==> config.mk <==
export PLATFORM = sky130hd
export DESIGN_NAME = riscv_alu_issue_flat
export DESIGN_NICKNAME = d
export VERILOG_FILES = /design/src/rtl/riscv_alu_issue_if.sv /design/src/rtl/riscv_alu_issue.sv /design/src/flat_wrapper.sv
export SDC_FILE = /design/constraint.sdc
export NUM_CORES = 1
export LEC_CHECK = 0
export BUFFER_PORTS_ARGS = -buffer_cell sky130_fd_sc_hd__clkbuf_2
export CAP_MARGIN = 20
export CORE_ASPECT_RATIO = 1.1
export CORE_UTILIZATION = 41
export CTS_CLUSTER_DIAMETER = 50
export CTS_CLUSTER_SIZE = 10
export DETAILED_ROUTE_END_ITERATION = 12
export PLACE_DENSITY_LB_ADDON = 0.12
export SLEW_MARGIN = 20
export SYNTH_ARGS = -nofsm -noshare
export SYNTH_HDL_FRONTEND = slang
export SYNTH_SLANG_ARGS = --single-unit
==> constraint.sdc <==
create_clock -name clk -period 3.35 [get_ports clk]
set_input_delay 0.5025 -clock clk [delete_from_list [all_inputs] [get_ports clk]]
set_output_delay 0.5025 -clock clk [all_outputs]
set_load 0.005 [all_outputs]
==> src/rtl/riscv_alu_issue_if.sv <==
// Handshake bundle for the decode/issue stage: fetch/regfile side (in_*) and ALU side (out_*).
// Also holds the ALU operation codes shared by the stage and its consumers.
`ifndef ALU_OP_LEN
`define ALU_OP_LEN  4
`define ALU_OP_ADD  4'd0
`define ALU_OP_SUB  4'd1
`define ALU_OP_SLL  4'd2
`define ALU_OP_SLT  4'd3
`define ALU_OP_SLTU 4'd4
`define ALU_OP_XOR  4'd5
`define ALU_OP_SRL  4'd6
`define ALU_OP_SRA  4'd7
`define ALU_OP_OR   4'd8
`define ALU_OP_AND  4'd9
`endif

interface riscv_alu_issue_if;
   logic                    flush;
   logic                    in_valid;
   logic                    in_ready;
   logic [31:0]             in_instr;
   logic [31:0]             in_pc;
   logic [31:0]             in_rs1_data;
   logic [31:0]             in_rs2_data;
   logic                    out_valid;
   logic                    out_ready;
   logic [`ALU_OP_LEN-1:0]  alu_op;
   logic [31:0]             operand_1;
   logic [31:0]             operand_2;
   logic [31:0]             out_pc;
   logic [4:0]              out_rd;
   logic                    out_reg_write;
   logic                    out_is_branch;
   logic                    out_take_on_zero;
   logic                    out_illegal;

   modport slave (
      input  flush, in_valid, in_instr, in_pc, in_rs1_data, in_rs2_data, out_ready,
      output in_ready, out_valid, alu_op, operand_1, operand_2, out_pc, out_rd,
             out_reg_write, out_is_branch, out_take_on_zero, out_illegal
   );

   modport master (
      output flush, in_valid, in_instr, in_pc, in_rs1_data, in_rs2_data, out_ready,
      input  in_ready, out_valid, alu_op, operand_1, operand_2, out_pc, out_rd,
             out_reg_write, out_is_branch, out_take_on_zero, out_illegal
   );
endinterface

==> src/rtl/riscv_alu_issue.sv <==
// RV32I decode/issue stage feeding the ALU through a registered ID/EX slot with valid/ready.
// Define RISCV_ISSUE_SKID_EN to add a one-entry skid buffer that makes in_ready a registered signal.
module riscv_alu_issue #(
   parameter int DATA_W         = 32,
   parameter bit ILLEGAL_BUBBLE = 1'b1
) (
   input  logic              clk,
   input  logic              rst_n,
   riscv_alu_issue_if.slave  bus
);
   typedef struct packed {
      logic [`ALU_OP_LEN-1:0] alu_op;
      logic [DATA_W-1:0]      op1;
      logic [DATA_W-1:0]      op2;
      logic [DATA_W-1:0]      pc;
      logic [4:0]             rd;
      logic                   reg_write;
      logic                   is_branch;
      logic                   take_on_zero;
      logic                   illegal;
   } entry_t;

   localparam logic [6:0] OPC_OP     = 7'b0110011;
   localparam logic [6:0] OPC_OP_IMM = 7'b0010011;
   localparam logic [6:0] OPC_LOAD   = 7'b0000011;
   localparam logic [6:0] OPC_STORE  = 7'b0100011;
   localparam logic [6:0] OPC_LUI    = 7'b0110111;
   localparam logic [6:0] OPC_AUIPC  = 7'b0010111;
   localparam logic [6:0] OPC_JAL    = 7'b1101111;
   localparam logic [6:0] OPC_JALR   = 7'b1100111;
   localparam logic [6:0] OPC_BRANCH = 7'b1100011;
   localparam logic [6:0] F7_ALT     = 7'b0100000;

   logic [31:0]       instr;
   logic [6:0]        opcode;
   logic [2:0]        f3;
   logic [6:0]        f7;
   logic [DATA_W-1:0] i_imm, s_imm, u_imm, shamt;
   entry_t            dec;
   logic              legal, writes;

   assign instr  = bus.in_instr;
   assign opcode = instr[6:0];
   assign f3     = instr[14:12];
   assign f7     = instr[31:25];
   assign i_imm  = {{20{instr[31]}}, instr[31:20]};
   assign s_imm  = {{20{instr[31]}}, instr[31:25], instr[11:7]};
   assign u_imm  = {instr[31:12], 12'b0};
   assign shamt  = {27'b0, instr[24:20]};

   // Shared f3 mapping for OP and OP-IMM; shifts and SUB are overridden by the caller.
   function automatic logic [`ALU_OP_LEN-1:0] f3_op(input logic [2:0] f);
      case (f)
         3'b000:  f3_op = `ALU_OP_ADD;
         3'b001:  f3_op = `ALU_OP_SLL;
         3'b010:  f3_op = `ALU_OP_SLT;
         3'b011:  f3_op = `ALU_OP_SLTU;
         3'b100:  f3_op = `ALU_OP_XOR;
         3'b101:  f3_op = `ALU_OP_SRL;
         3'b110:  f3_op = `ALU_OP_OR;
         default: f3_op = `ALU_OP_AND;
      endcase
   endfunction

   always_comb begin
      dec        = '0;
      dec.alu_op = `ALU_OP_ADD;
      dec.op1    = bus.in_rs1_data;
      dec.op2    = bus.in_rs2_data;
      dec.pc     = bus.in_pc;
      dec.rd     = instr[11:7];
      legal      = 1'b1;
      writes     = 1'b1;
      case (opcode)
         OPC_OP: begin
            if (f7 == 7'b0)
               dec.alu_op = f3_op(f3);
            else if (f7 == F7_ALT && f3 == 3'b000)
               dec.alu_op = `ALU_OP_SUB;
            else if (f7 == F7_ALT && f3 == 3'b101)
               dec.alu_op = `ALU_OP_SRA;
            else
               legal = 1'b0;
         end
         OPC_OP_IMM: begin
            dec.op2    = i_imm;
            dec.alu_op = f3_op(f3);
            if (f3 == 3'b001) begin
               dec.op2 = shamt;
               legal   = (f7 == 7'b0);
            end else if (f3 == 3'b101) begin
               dec.op2 = shamt;
               if (f7 == F7_ALT)
                  dec.alu_op = `ALU_OP_SRA;
               else if (f7 != 7'b0)
                  legal = 1'b0;
            end
         end
         OPC_LOAD: begin
            dec.op2 = i_imm;
            legal   = (f3 != 3'b011) && (f3 != 3'b110) && (f3 != 3'b111);
         end
         OPC_STORE: begin
            dec.op2 = s_imm;
            dec.rd  = 5'd0;
            writes  = 1'b0;
            legal   = (f3 == 3'b000) || (f3 == 3'b001) || (f3 == 3'b010);
         end
         OPC_LUI: begin
            dec.op1 = '0;
            dec.op2 = u_imm;
         end
         OPC_AUIPC: begin
            dec.op1 = bus.in_pc;
            dec.op2 = u_imm;
         end
         OPC_JAL, OPC_JALR: begin
            // Link value pc+4 goes through the ALU; the jump target is computed elsewhere.
            dec.op1 = bus.in_pc;
            dec.op2 = 32'd4;
            legal   = (opcode == OPC_JAL) || (f3 == 3'b000);
         end
         OPC_BRANCH: begin
            dec.rd        = 5'd0;
            writes        = 1'b0;
            dec.is_branch = 1'b1;
            case (f3)
               3'b000:  begin dec.alu_op = `ALU_OP_SUB;  dec.take_on_zero = 1'b1; end
               3'b001:  begin dec.alu_op = `ALU_OP_SUB;  dec.take_on_zero = 1'b0; end
               3'b100:  begin dec.alu_op = `ALU_OP_SLT;  dec.take_on_zero = 1'b0; end
               3'b101:  begin dec.alu_op = `ALU_OP_SLT;  dec.take_on_zero = 1'b1; end
               3'b110:  begin dec.alu_op = `ALU_OP_SLTU; dec.take_on_zero = 1'b0; end
               3'b111:  begin dec.alu_op = `ALU_OP_SLTU; dec.take_on_zero = 1'b1; end
               default: legal = 1'b0;
            endcase
         end
         default: legal = 1'b0;
      endcase
      if (!legal) begin
         dec.illegal      = 1'b1;
         dec.alu_op       = `ALU_OP_ADD;
         dec.is_branch    = 1'b0;
         dec.take_on_zero = 1'b0;
         if (ILLEGAL_BUBBLE)
            writes = 1'b0;
      end
      dec.reg_write = writes && (dec.rd != 5'd0);
   end

   logic   valid_q, valid_d;
   entry_t slot_q, slot_d;
   logic   in_ready;
   logic   accept;

   assign accept = bus.in_valid && in_ready && !bus.flush;

`ifdef RISCV_ISSUE_SKID_EN
   logic   skid_valid_q, skid_valid_d;
   entry_t skid_q, skid_d;
   logic   slot_free;

   assign in_ready = !skid_valid_q;

   always_comb begin
      valid_d      = valid_q;
      slot_d       = slot_q;
      skid_valid_d = skid_valid_q;
      skid_d       = skid_q;
      slot_free    = !valid_q || bus.out_ready;
      if (bus.flush) begin
         valid_d      = 1'b0;
         skid_valid_d = 1'b0;
      end else if (skid_valid_q) begin
         // Nothing can be accepted while the skid is full, so just drain it in order.
         if (slot_free) begin
            slot_d       = skid_q;
            valid_d      = 1'b1;
            skid_valid_d = 1'b0;
         end
      end else if (accept) begin
         if (slot_free) begin
            slot_d  = dec;
            valid_d = 1'b1;
         end else begin
            skid_d       = dec;
            skid_valid_d = 1'b1;
         end
      end else if (bus.out_ready) begin
         valid_d = 1'b0;
      end
   end

   always_ff @(posedge clk or negedge rst_n) begin
      if (!rst_n) begin
         skid_valid_q <= 1'b0;
         skid_q       <= '0;
      end else begin
         skid_valid_q <= skid_valid_d;
         skid_q       <= skid_d;
      end
   end
`else
   assign in_ready = !valid_q || bus.out_ready;

   always_comb begin
      valid_d = valid_q;
      slot_d  = slot_q;
      if (bus.flush) begin
         valid_d = 1'b0;
      end else if (accept) begin
         slot_d  = dec;
         valid_d = 1'b1;
      end else if (bus.out_ready) begin
         valid_d = 1'b0;
      end
   end
`endif

   always_ff @(posedge clk or negedge rst_n) begin
      if (!rst_n) begin
         valid_q <= 1'b0;
         slot_q  <= '0;
      end else begin
         valid_q <= valid_d;
         slot_q  <= slot_d;
      end
   end

   assign bus.in_ready         = in_ready;
   assign bus.out_valid        = valid_q;
   assign bus.alu_op           = slot_q.alu_op;
   assign bus.operand_1        = slot_q.op1;
   assign bus.operand_2        = slot_q.op2;
   assign bus.out_pc           = slot_q.pc;
   assign bus.out_rd           = slot_q.rd;
   assign bus.out_reg_write    = slot_q.reg_write;
   assign bus.out_is_branch    = slot_q.is_branch;
   assign bus.out_take_on_zero = slot_q.take_on_zero;
   assign bus.out_illegal      = slot_q.illegal;
endmodule
==> src/flat_wrapper.sv <==
// flat-port wrapper written by rule: the top's interface ports become plain ports
module riscv_alu_issue_flat 
#(
   parameter int DATA_W         = 32,
   parameter bit ILLEGAL_BUBBLE = 1'b1
)
  (clk, rst_n, bus_flush, bus_in_valid, bus_in_instr, bus_in_pc, bus_in_rs1_data, bus_in_rs2_data, bus_out_ready, bus_in_ready, bus_out_valid, bus_alu_op, bus_operand_1, bus_operand_2, bus_out_pc, bus_out_rd, bus_out_reg_write, bus_out_is_branch, bus_out_take_on_zero, bus_out_illegal);
  riscv_alu_issue_if bus_i ();
  input  logic clk;
  input  logic rst_n;
  input wire logic [$bits(bus_i.flush)-1:0] bus_flush;
  input wire logic [$bits(bus_i.in_valid)-1:0] bus_in_valid;
  input wire logic [$bits(bus_i.in_instr)-1:0] bus_in_instr;
  input wire logic [$bits(bus_i.in_pc)-1:0] bus_in_pc;
  input wire logic [$bits(bus_i.in_rs1_data)-1:0] bus_in_rs1_data;
  input wire logic [$bits(bus_i.in_rs2_data)-1:0] bus_in_rs2_data;
  input wire logic [$bits(bus_i.out_ready)-1:0] bus_out_ready;
  output wire logic [$bits(bus_i.in_ready)-1:0] bus_in_ready;
  output wire logic [$bits(bus_i.out_valid)-1:0] bus_out_valid;
  output wire logic [$bits(bus_i.alu_op)-1:0] bus_alu_op;
  output wire logic [$bits(bus_i.operand_1)-1:0] bus_operand_1;
  output wire logic [$bits(bus_i.operand_2)-1:0] bus_operand_2;
  output wire logic [$bits(bus_i.out_pc)-1:0] bus_out_pc;
  output wire logic [$bits(bus_i.out_rd)-1:0] bus_out_rd;
  output wire logic [$bits(bus_i.out_reg_write)-1:0] bus_out_reg_write;
  output wire logic [$bits(bus_i.out_is_branch)-1:0] bus_out_is_branch;
  output wire logic [$bits(bus_i.out_take_on_zero)-1:0] bus_out_take_on_zero;
  output wire logic [$bits(bus_i.out_illegal)-1:0] bus_out_illegal;
  assign bus_i.flush = bus_flush;
  assign bus_i.in_valid = bus_in_valid;
  assign bus_i.in_instr = bus_in_instr;
  assign bus_i.in_pc = bus_in_pc;
  assign bus_i.in_rs1_data = bus_in_rs1_data;
  assign bus_i.in_rs2_data = bus_in_rs2_data;
  assign bus_i.out_ready = bus_out_ready;
  assign bus_in_ready = bus_i.in_ready;
  assign bus_out_valid = bus_i.out_valid;
  assign bus_alu_op = bus_i.alu_op;
  assign bus_operand_1 = bus_i.operand_1;
  assign bus_operand_2 = bus_i.operand_2;
  assign bus_out_pc = bus_i.out_pc;
  assign bus_out_rd = bus_i.out_rd;
  assign bus_out_reg_write = bus_i.out_reg_write;
  assign bus_out_is_branch = bus_i.out_is_branch;
  assign bus_out_take_on_zero = bus_i.out_take_on_zero;
  assign bus_out_illegal = bus_i.out_illegal;
  riscv_alu_issue #(.DATA_W(DATA_W), .ILLEGAL_BUBBLE(ILLEGAL_BUBBLE)) u_core (.clk(clk), .rst_n(rst_n), .bus(bus_i));
endmodule
### Yosys cells after proc, flatten, opt, wreduce, memory -nomap -nowiden

Index checks and enable logic that the tools add are counted.

| storage, ports and cells | value |
|---|---|
| flip-flop bits (word level) | 110 |
| bits in latches | 0 |
| bits in writable memories | 0 |
| ROM bits | 0 |
| bits of input ports | 133 |
| output and inout bits | 111 |
| logic and storage cells | 91 |
| memories kept | 0 |

| operators by class | value |
|---|---|
| add/sub/neg operators | 0 |
| multipliers | 0 |
| div/mod/pow operators | 0 |
| $lt $le $gt $ge | 0 |
| eq/ne operators | 20 |
| shift-type cells | 0 |
| multiplexer cells | 32 |
| bitwise operators | 1 |
| reduce and logical (&&, ||, !) cells | 28 |

Operators by type and width:

| operator | count |
|---|---|
| case mux 32 bit (5 select lines) | 1 |
| two-way mux 32 bit | 2 |
| case mux 32 bit (2 select lines) | 1 |
| equality test 7 x 6 -> 1 bit, second input constant | 4 |
| case mux 4 bit (7 select lines) | 1 |
| two-way mux 4 bit | 6 |
| equality test 7 bit, second input constant | 3 |
| equality test 7 x 5 -> 1 bit, second input constant | 2 |
| two-way mux 1 bit | 14 |
| equality test 3 bit, second input constant | 4 |
| case mux 4 bit (3 select lines) | 1 |
| OR reduction 2 bit | 6 |
| case mux 3 bit (3 select lines) | 1 |
| equality test 7 x 2 -> 1 bit, second input constant | 1 |
| logical AND 1 bit | 7 |
| logical NOT 7 bit | 1 |
| case mux 1 bit (7 select lines) | 1 |
| nonzero test 7 bit | 1 |
| equality test 3 x 2 -> 1 bit, second input constant | 2 |
| two-way mux 3 bit | 2 |
| inequality test 3 bit, second input constant | 2 |
| OR reduction 3 bit | 2 |
| OR reduction 6 bit | 1 |
| two-way mux 5 bit | 1 |
| 10 further kinds | 14 |

### Longest topological paths before layout

Gate-level depths: netlist (run 1).

| depth | value |
|---|---|
| depth in word-level cells | 8 |
| gate-level depth with buffers | 7 |
| gate-level depth less buffers | 6 |

### Worst setup path before layout (run 1)

OpenSTA, ideal clock, no wires.

| timing path | value |
|---|---|
| path kind | input -> register |
| start | in bus_in_instr[31] |
| end | reg u_core.slot_q, in the netlist u_core.bus.alu_op[0] |
| setup time | 0.066 ns |
| data arrival time | 1.882 ns |
| data required time | 3.284 ns |
| path slack | 1.402 ns |
| stages on the path | 5 |
| path buffers | 0 |
| cell sequence | or4_4 nor4_4 a21oi_2 a211oi_2 a22o_1 |

| on the way | value |
|---|---|
| word-level cells in the longest chain between the ends | 7 |
| elaborated cells on any way between the ends | 21 |
| those cells by class | eq/ne (1); mux (16); reduce/logical (4) |

RTL lines:

| what | RTL line | RTL |
|---|---|---|
| from (decl) | flat_wrapper.sv:13 | `input wire logic [$bits(bus_i.in_instr)-1:0] bus_in_instr;` |
| nonzero test 7 bit / equality test 7 x 6 -> 1 bit (equally long branches) | -- |  |
| two-way mux 1 bit / logical AND 1 bit (equally long branches) | riscv_alu_issue.sv:95, riscv_alu_issue.sv:80 |  |
| two-way mux 1 bit, or another cell as far along | riscv_alu_issue.sv:93 | `if (f7 == F7_ALT)` |
| two-way mux 1 bit, or another cell as far along | riscv_alu_issue.sv:91 | `end else if (f3 == 3'b101) begin` |
| two-way mux 1 bit, or another cell as far along | riscv_alu_issue.sv:88 | `if (f3 == 3'b001) begin` |
| case mux 1 bit (7 select lines) / case mux 4 bit (3 select lines) (equally long branches) | riscv_alu_issue.sv:74 | `case (opcode)` |
| two-way mux 4 bit * | riscv_alu_issue.sv:139 | `if (!legal) begin` |
| to (signal assigned) | riscv_alu_issue.sv:225 | `slot_q <= slot_d;` |
| to (decl) | riscv_alu_issue.sv:151 | `entry_t slot_q, slot_d;` |

Every way passes the cells marked *; elsewhere a longest branch is shown, timed or not.
A chain may end at the register's enable or synchronous reset.

### Worst setup path after layout (run 1)

| timing path | value |
|---|---|
| start | in bus_in_instr[3] |
| end | reg u_core.slot_q, in the netlist u_core.bus.alu_op[2] |

| on the way | value |
|---|---|
| word-level cells in the longest chain between the ends | 4 |
| elaborated cells on any way between the ends | 15 |
| those cells by class | eq/ne (9); mux (3); reduce/logical (3) |

RTL lines:

| what | RTL line |
|---|---|
| equality test 7 bit, or another cell as far along | riscv_alu_issue.sv:74 |
| OR reduction 2 bit / logical OR 1 bit (equally long branches) | -- |
| case mux 1 bit (7 select lines) | riscv_alu_issue.sv:74 |
| two-way mux 4 bit * | riscv_alu_issue.sv:139 |

Marked as above.

==> results of run 1 <==
==> critical path: cells and delay by family <==
family          cells  cell delay, ns
buf+inv             1            0.11
compound gates      3            0.81
simple gates        2            1.01
==> cell usage after synthesis, drive strengths merged <==
cell type  instances  share of area
a2111oi            1         0.0029
a211o              2         0.0034
a211oi             4         0.0068
a21boi             1         0.0015
a21o               2         0.0029
a21oi              5         0.0056
a221oi            11          0.019
a22o              17          0.029
a32oi             33          0.056
and2               2         0.0024
buf               12          0.011
clkbuf            30          0.022
clkinv             1        0.00073
dfrtp            110           0.54
inv                3         0.0022
nand2            212           0.16
nand2b             2         0.0024
nand3              4         0.0039
nand3b             3         0.0051
nand4bb            1         0.0022
nor2              33          0.025
nor2b              5         0.0061
nor3               4         0.0039
nor3b              1         0.0015
nor4               2         0.0054
o2111ai            1         0.0017
o211ai             4         0.0059
o21ai             26          0.025
o2bb2ai           20          0.034
o31ai              2         0.0029
or2                1         0.0012
or3                2         0.0024
or3b               1         0.0017
or4                2         0.0037
or4b               1         0.0020
xnor2              1         0.0017
xor2               1         0.0017
==> report_power, final <==
part	switching [mW]	internal, mW	leakage [nW]
combinational	0.364	0.293	2.03
sequential	0.104	1.52	1.36
clock	0.489	0.586	0.143
total	0.957	2.40	3.53
==> state kept, by name (all words and copies together) (netlist names) <==
name                         cells
u_core.bus.out_reg_write         1
u_core.bus.out_valid             1
u_core.bus.out_rd                5
u_core.bus.out_pc               32
u_core.bus.out_illegal           1
u_core.bus.operand_2            32
u_core.bus.out_is_branch         1
u_core.bus.out_take_on_zero      1
u_core.bus.alu_op                4
u_core.bus.operand_1            32
==> metal layers <==
metal | share of wire | vias up
li1 | - | 2406
met1 | 0.41 | 2429
met2 | 0.49 | 264
met3 | 0.079 | 26
met4 | 0.023 | 0
met5 | 0 | -
==> final cells by class <==
cell class | count | area [sq um]
clock buffer | 10 | 229
clock inverter | 6 | 68.8
tap | 154 | 193
sequential | 110 | 2750
inverter | 4 | 15.0
timing repair buffer | 251 | 1300
fill | 1165 | 5330
multi-input combinational | 407 | 2200
==> final timing paths <==
check                      slack [ns]                       end
max in group asynchronous        2.40   u_core.bus.operand_2[4]
max reg2reg                      1.39  u_core.bus.operand_1[28]
min                              0.17     u_core.bus.out_pc[12]
min reg2reg                      0.47  u_core.bus.operand_1[13]
max                              1.20      u_core.bus.alu_op[2]
min in group clk                 0.37     u_core.bus.out_pc[31]
==> layout by cell type, fill, tap and decap left out, drive strengths merged, types with 2 or more instances in the layout <==
cell     Yosys  routed
a21o         2       2
nand2      212     212
a21oi        5       5
nor2b        5       5
nand3b       3       3
or3          2       2
dfrtp      110     110
nor4         2       2
nor2        33      33
inv          3       5
o2bb2ai     20      20
a211oi       4       4
a32oi       33      33
a211o        2       2
a221oi      11      11
nand2b       2       2
buf         12       9
o211ai       4       4
and2         2       2
o21ai       26      26
a22o        17      17
nor3         4       4
clkinv       1       3
nand3        4       4
or4          2       2
o31ai        2       2
clkbuf      30     252
==> through the flow <==
stage	std cells	total power, mW	util
3_3_place_gp	926	2.30	0.534
3_5_place_dp	926	2.31	0.534
6_report	942	3.35	0.559
2_1_floorplan	563	1.90	-
4_1_cts	942	3.39	0.559
5_1_grt	942	3.54	0.559
==> logic make-up after synthesis <==
| logic type | Yosys count | synth area share |
|---|---|---|
| simple gates | 276 | 0.224 |
| flops | 110 | 0.538 |
| xor+xnor | 2 | 0.00342 |
| compound gates | 129 | 0.198 |
| buf+inv | 46 | 0.0364 |
==> out/metrics.cfg, run 1 <==
[die]
start_util=0.423
die_w_um=109
core_sq_um=12100
io_pins=244
die_area_sq_um=12900
die_height_um=119
rows=42

[cts]
post_cts_resized=0
tritoncts=built
h-tree-depth=3
cts_hold_buffers=0
postCtsSetupBuffers=0
clock_sinks=110
cts_buffer_depth=2
cts_buffers=9
cts-root-buf=clkbuf_16
clk_pin_slew_ns=0.07
clock_latency_ns=0.35

[global_routing]
antenna_found_initial=0
grt_pass1_wl_mm=24.7
use_met2=0.403
gr-max-usage-layer=met2
global_route.usage.total=0.247
grt_overflow_total=0
use_met1=0.324
grt_pass1_vias=4866
grt_start_max_net_pins=78
use_met3=0.0471

[route]
ant_nets=0
drtIter0Drc=301
wl_per_cell_um=16.9
viasPerCell=5.44
drc=0
firstDrtPassIters=4
wl_mm=16.0
dr_total_vias=5125

[critical_path]
path_class=in -> reg
critical_path.cell_chain=clkbuf_2, nand4bb_1, nor2_1, a2111oi_2, a211oi_2, a22o_1
crit_required_ns=3.62
cp_slowest_cell=nor2_1
arrival_ns=2.42
start_kind=input port
endpoint_kind=flip-flop
path_max_fanout=8
startpoint=bus_in_instr[3]
critPathMaxStageDelay_ns=0.55
rr_worst_depth=7
crit-reg2reg-launch=u_core.bus.out_valid

[timing]
slew_headroom=0.493
setup_viol=0
holdWs_ns=0.165
worst_slack_ns=1.20
fin_skew_ns=0.00958
fmax_mhz=465
finalHoldViolations=0
tns_ns=0
period_share=0.642
fin_crit_ns=2.15
rsz0062_at_grt=no
slew_viol_final=0
worst_pin_slew_ns=0.761

[status]
status=finished, final reports clean

[power_and_ir_drop]
ir_drop_mv=0.213
p_per_area_nw_per_um2=496
p_leak_nw=3.53

[min_path]
min_path_type=in -> async

[yosys]
yosys_warnings=0
netlist-cell-type-count=45
synth-seq-cells=110
yosysSeqAreaShare=0.538
syn_inst=563
syn_area_per_cell_sq_um=9.09
syn_area_sq_um=5120
syn_nets=696

[cells_and_area]
drive_above_1_share=0.350
final_area_sq_um=6760
antenna_cells=0
area_growth_pct=32.1
fin_nets=916

[placed_design]
placed_area_sq_um=6460
gp_congestion=0.958
pre_cts_slack_ns=0.915
port_buffers=243
post-dp-hpwl_mm=11.8

[run]
max_cap_violations=0

Power figures use the tool's default switching activity.
==> inputs of run 2 (changes only) <==
Clock period 3.35 ns to 1.9 ns, I/O delays scaled along.
==> run 2 against run 1 <==
Global-route usage rose by 0.92 points. Sequential cell count did not move. Sequential share of layout area fell by 1.6 points. Final cell count rose by 3.1%. Non-clock buffer count rose by 29. Final area rose by 4.2%. Clock skew fell by 0.0046 ns.
==> out/metrics.cfg, run 2 (synthesis results as in run 1) <==
[status]
status=finished, final reports clean

[die]
die_area_sq_um=12900
io_pins=244
die_w_um=109
die_height_um=119
rows=42
start_util=0.423
core_sq_um=12100

[cts]
cts_buffer_depth=2
postCtsSetupBuffers=0
clk_pin_slew_ns=0.07
clock_sinks=110
clock_latency_ns=0.35
cts_hold_buffers=1
h-tree-depth=3
cts-root-buf=clkbuf_16
post_cts_resized=0
cts_buffers=9
tritoncts=built

[timing]
rsz0062_at_grt=no
slew_headroom=0.700
finalHoldViolations=0
slew_viol_final=0
period_share=0.874
fin_skew_ns=0.00499
tns_ns=0
fin_crit_ns=1.66
worst_pin_slew_ns=0.447
setup_viol=0
fmax_mhz=602

[placed_design]
gp_congestion=0.923
post-dp-hpwl_mm=12.6
port_buffers=243

[cells_and_area]
final_common_cell=clkbuf_2
fillers=1117
area_growth_pct=37.6
fin_nets=945
antenna_cells=0
drive_above_1_share=0.373
mostFrequentLayoutCells=clkbuf_2, nand2_1, dfrtp_1, a32oi_1, nor2_1

[critical_path]
path_class=reg -> reg
endpoint_kind=flip-flop
critical_path.cell_chain=nor2b_1, inv_1, nand3b_4, buf_12, a21oi_1, a22o_1
crit_required_ns=2.18
critPathMaxStageDelay_ns=0.37
path_max_fanout=49
crit_buf_inv=2
cpLargestDelayFamily=compound AO/OA/AOI/OAI gates
start_kind=flip-flop
arrival_ns=1.95
cp_slowest_cell=dfrtp_1

[global_routing]
grt_pass1_vias=4908
antenna_found_initial=0
grt_pass1_wl_mm=25.4
global_route.usage.total=0.257
grt_overflow_total=0
grt_start_max_net_pins=50

[route]
drc=0
wl_per_cell_um=17.0
firstDrtPassIters=5
dr_total_vias=5242
drtIter0Drc=379
ant_nets=0
viasPerCell=5.40
met3_length_mm=1.13
drt-met1-wl_mm=6.95
dr_wl_met2_mm=7.88
routed.top_layer=met4
wl_mm=16.5

[power_and_ir_drop]
internal_power_mw=4.27
p_per_area_nw_per_um2=855
seqPwrFrac=0.474
switchingPower_mw=1.75
sw_frac_of_total=0.290
p_comb_frac=0.203
pwr-share-clk=0.323
power_mw=6.02
ir_drop_mv=0.422
p_leak_nw=3.69

[run]
max_cap_violations=0

[min_path]
min_path_type=in -> reg

-- run 2: final timing paths --
path | from | endpoint | slack, ns | cells after the start
max in group asynchronous | rst_n | u_core.bus.operand_2[3] | 0.87 | 3
min reg2reg | u_core.bus.operand_1[8] | u_core.bus.operand_1[8] | 0.47 | 2
min in group asynchronous | rst_n | u_core.bus.operand_1[3] | 0.44 | 2
max reg2reg | u_core.bus.out_valid | u_core.bus.out_rd[1] | 0.24 | 6
min | bus_flush | u_core.bus.out_valid | 0.14 | 2
max | u_core.bus.out_valid | u_core.bus.out_rd[1] | 0.24 | 6
-- run 2: power groups by stage --
stage	Clock [mW]	Combinational (mW)	Sequential, mW
2_1_floorplan	0	0.435	2.92
3_3_place_gp	0	1.22	2.88
3_5_place_dp	0	1.23	2.90
4_1_cts	1.99	1.24	2.85
5_1_grt	2.10	1.36	2.89
6_report	1.95	1.22	2.85
-- run 2: routing by layer --
metal | up-vias | track usage
met2 | 229 | 0.415
met3 | 30 | 0.0487
met5 | - | 0
li1 | 2464 | -
met4 | 0 | 0.110
met1 | 2519 | 0.334
-- run 2: final cells by class --
| type | count | area [sq um] | share of cell area |
|---|---|---|---|
| Clock inverter | 7 | 85.1 | 0.0121 |
| Inverter | 4 | 15.0 | 0.00213 |
| Tap cell | 154 | 193 | 0.0274 |
| Timing Repair Buffer | 280 | 1570 | 0.224 |
| Sequential cell | 110 | 2750 | 0.391 |
| Clock buffer | 9 | 225 | 0.0320 |
| Multi-Input combinational cell | 407 | 2200 | 0.312 |
-- run 2: per-stage QoR --
stage               worst slack (ns)  instances  utilization  cell area [sq um]  hold WS [ns]
CTS                            0.235        971        0.583               7040         0.132
global placement            -0.00544        954        0.556               6720         0.249
finish                         0.240        971        0.583               7040         0.143
detailed placement           -0.0282        954        0.556               6720         0.254
floorplan                      0.169        563            -               5120       -0.0106
global route                   0.102        971        0.583               7040         0.139
==> inputs of run 3 (changes only) <==
Settings changed: GPL_TIMING_DRIVEN set to 0.
==> run 3 against run 2 <==
Setup slack worse by 0.10 ns. Core utilization is 1.4 points lower. Clock skew decreased by 0.00060 ns. Final cell count increased by 0.31%. Wire length is 2.9% higher. Final area down 2.3%. Critical path type is now in -> reg. Largest cell class unchanged. Largest power group unchanged.
==> out/metrics.cfg, run 3 (synthesis results as in run 1) <==
[cts]
clock_sinks=110
tritoncts=built
cts_buffer_depth=2
cts-root-buf=clkbuf_16
clk_pin_slew_ns=0.07
cts_buffers=9
h-tree-depth=3
clock_latency_ns=0.34

[critical_path]
path_class=in -> reg
endpoint_kind=flip-flop
path_max_fanout=5
startpoint=bus_in_instr[31]
ff2ff_setup_slack_ns=0.18
arrival_ns=2.04
crit_required_ns=2.18
start_kind=input port
crit-reg2reg-launch=u_core.bus.out_valid
rr_worst_depth=6

[status]
status=finished, final reports clean

[route]
viasPerCell=5.36
drc=0
ant_nets=0
wl_mm=16.9
wl_per_cell_um=17.4
firstDrtPassIters=4
drtIter0Drc=300
dr_total_vias=5222

[global_routing]
grt_pass1_wl_mm=26.4
global_route.usage.total=0.266
grt_overflow_total=0
grt_pass1_vias=5138
grt_start_max_net_pins=73
antenna_found_initial=0

[run]
max_cap_violations=0

[placed_design]
pre_cts_slack_ns=-0.452
post-dp-hpwl_mm=13.2
port_buffers=241
gp_congestion=0.910
placed_area_sq_um=6550

[timing]
period_share=0.928
tns_ns=0
worst_pin_slew_ns=0.530
rsz0062_at_grt=no
holdWs_ns=0.149
worst_slack_ns=0.136
finalHoldViolations=0
setup_viol=0
fin_skew_ns=0.00439
slew_headroom=0.646
slew_viol_final=0
fin_crit_ns=1.76
fmax_mhz=567

[cells_and_area]
mostFrequentLayoutCells=clkbuf_2, nand2_1, dfrtp_1, a32oi_1, nor2_1
multi_input_area_sq_um=2200
fin_nets=950
antenna_cells=0
drive_above_1_share=0.360
register_area_sq_um=2750
final_area_sq_um=6880
area_growth_pct=34.4
fillers=1149
final_common_cell=clkbuf_2

[power_and_ir_drop]
p_per_area_nw_per_um2=841
internal_power_mw=4.12
pwr-share-clk=0.299
switchingPower_mw=1.66
sw_frac_of_total=0.288
power_mw=5.79
ir_drop_mv=0.414
p_leak_nw=3.62
seqPwrFrac=0.494
p_comb_frac=0.207

[die]
die_w_um=109
die_area_sq_um=12900
io_pins=244
core_sq_um=12100
rows=42
start_util=0.423
die_height_um=119

[min_path]
min_path_type=in -> reg
min_path_cells=3
worstHoldStart=bus_in_rs1_data[19]

-- run 3: worst max-delay path, stage by stage --
cell and delay, ns:
clkbuf_2 0.11, or4_4 0.59, nor4_4 0.32, a21oi_2 0.12, a211oi_2 0.41, a22o_1 0.21
-- run 3: cell type report --
| cell class | instances | area share |
|---|---|---|
| multi-input combinational | 407 | 0.320 |
| sequential | 110 | 0.400 |
| inverter | 4 | 0.00218 |
| buffer | 42 | 0.0286 |
| tap | 154 | 0.0280 |
| timing repair buffer | 243 | 0.182 |
| clock inverter | 3 | 0.00309 |
| clock buffer | 11 | 0.0353 |
-- run 3: path summary, 6_finish.rpt --
path,to
max in group asynchronous,u_core.bus.operand_2[28]
setup reg to reg,u_core.bus.operand_1[15]
min in group asynchronous,u_core.bus.operand_1[11]
hold / removal,u_core.bus.operand_1[19]
setup / recovery,u_core.bus.alu_op[1]
hold reg to reg,u_core.bus.operand_1[22]
-- run 3: timing repair --
item | 4_1_cts | 5_1_grt
hold buffers | 1 | 0
hold endpoints to repair | 38 | 0
resized for setup | 16 | 13
pin swaps | 1 | 0
setup buffers | 0 | 0
endpoints found under the setup margin | 93 | 99
-- run 3: power by group through the flow --
| stage | registers [mW] | clock network [mW] | logic (mW) |
|---|---|---|---|
| finish | 2.86 | 1.73 | 1.20 |
| CTS | 2.86 | 1.78 | 1.21 |
| detailed placement | 2.90 | 0 | 1.19 |
| global placement | 2.88 | 0 | 1.16 |
| floorplan | 2.92 | 0 | 0.435 |
| global route | 2.90 | 1.85 | 1.34 |
-- run 3: routing by layer --
metal / vias to the layer above / global-route usage / part of all wire
met3: 23 / 0.0515 / 0.074
met1: 2502 / 0.337 / 0.41
met2: 220 / 0.448 / 0.49
met4: 0 / 0.0938 / 0.020
met5: - / 0 / 0
li1: 2477 / - / -
-- run 3: stage by stage --
stage	utilization	std cells
floorplan	-	563
global placement	0.539	958
detailed placement	0.542	959
CTS	0.567	974
global route	0.569	974
finish	0.569	974
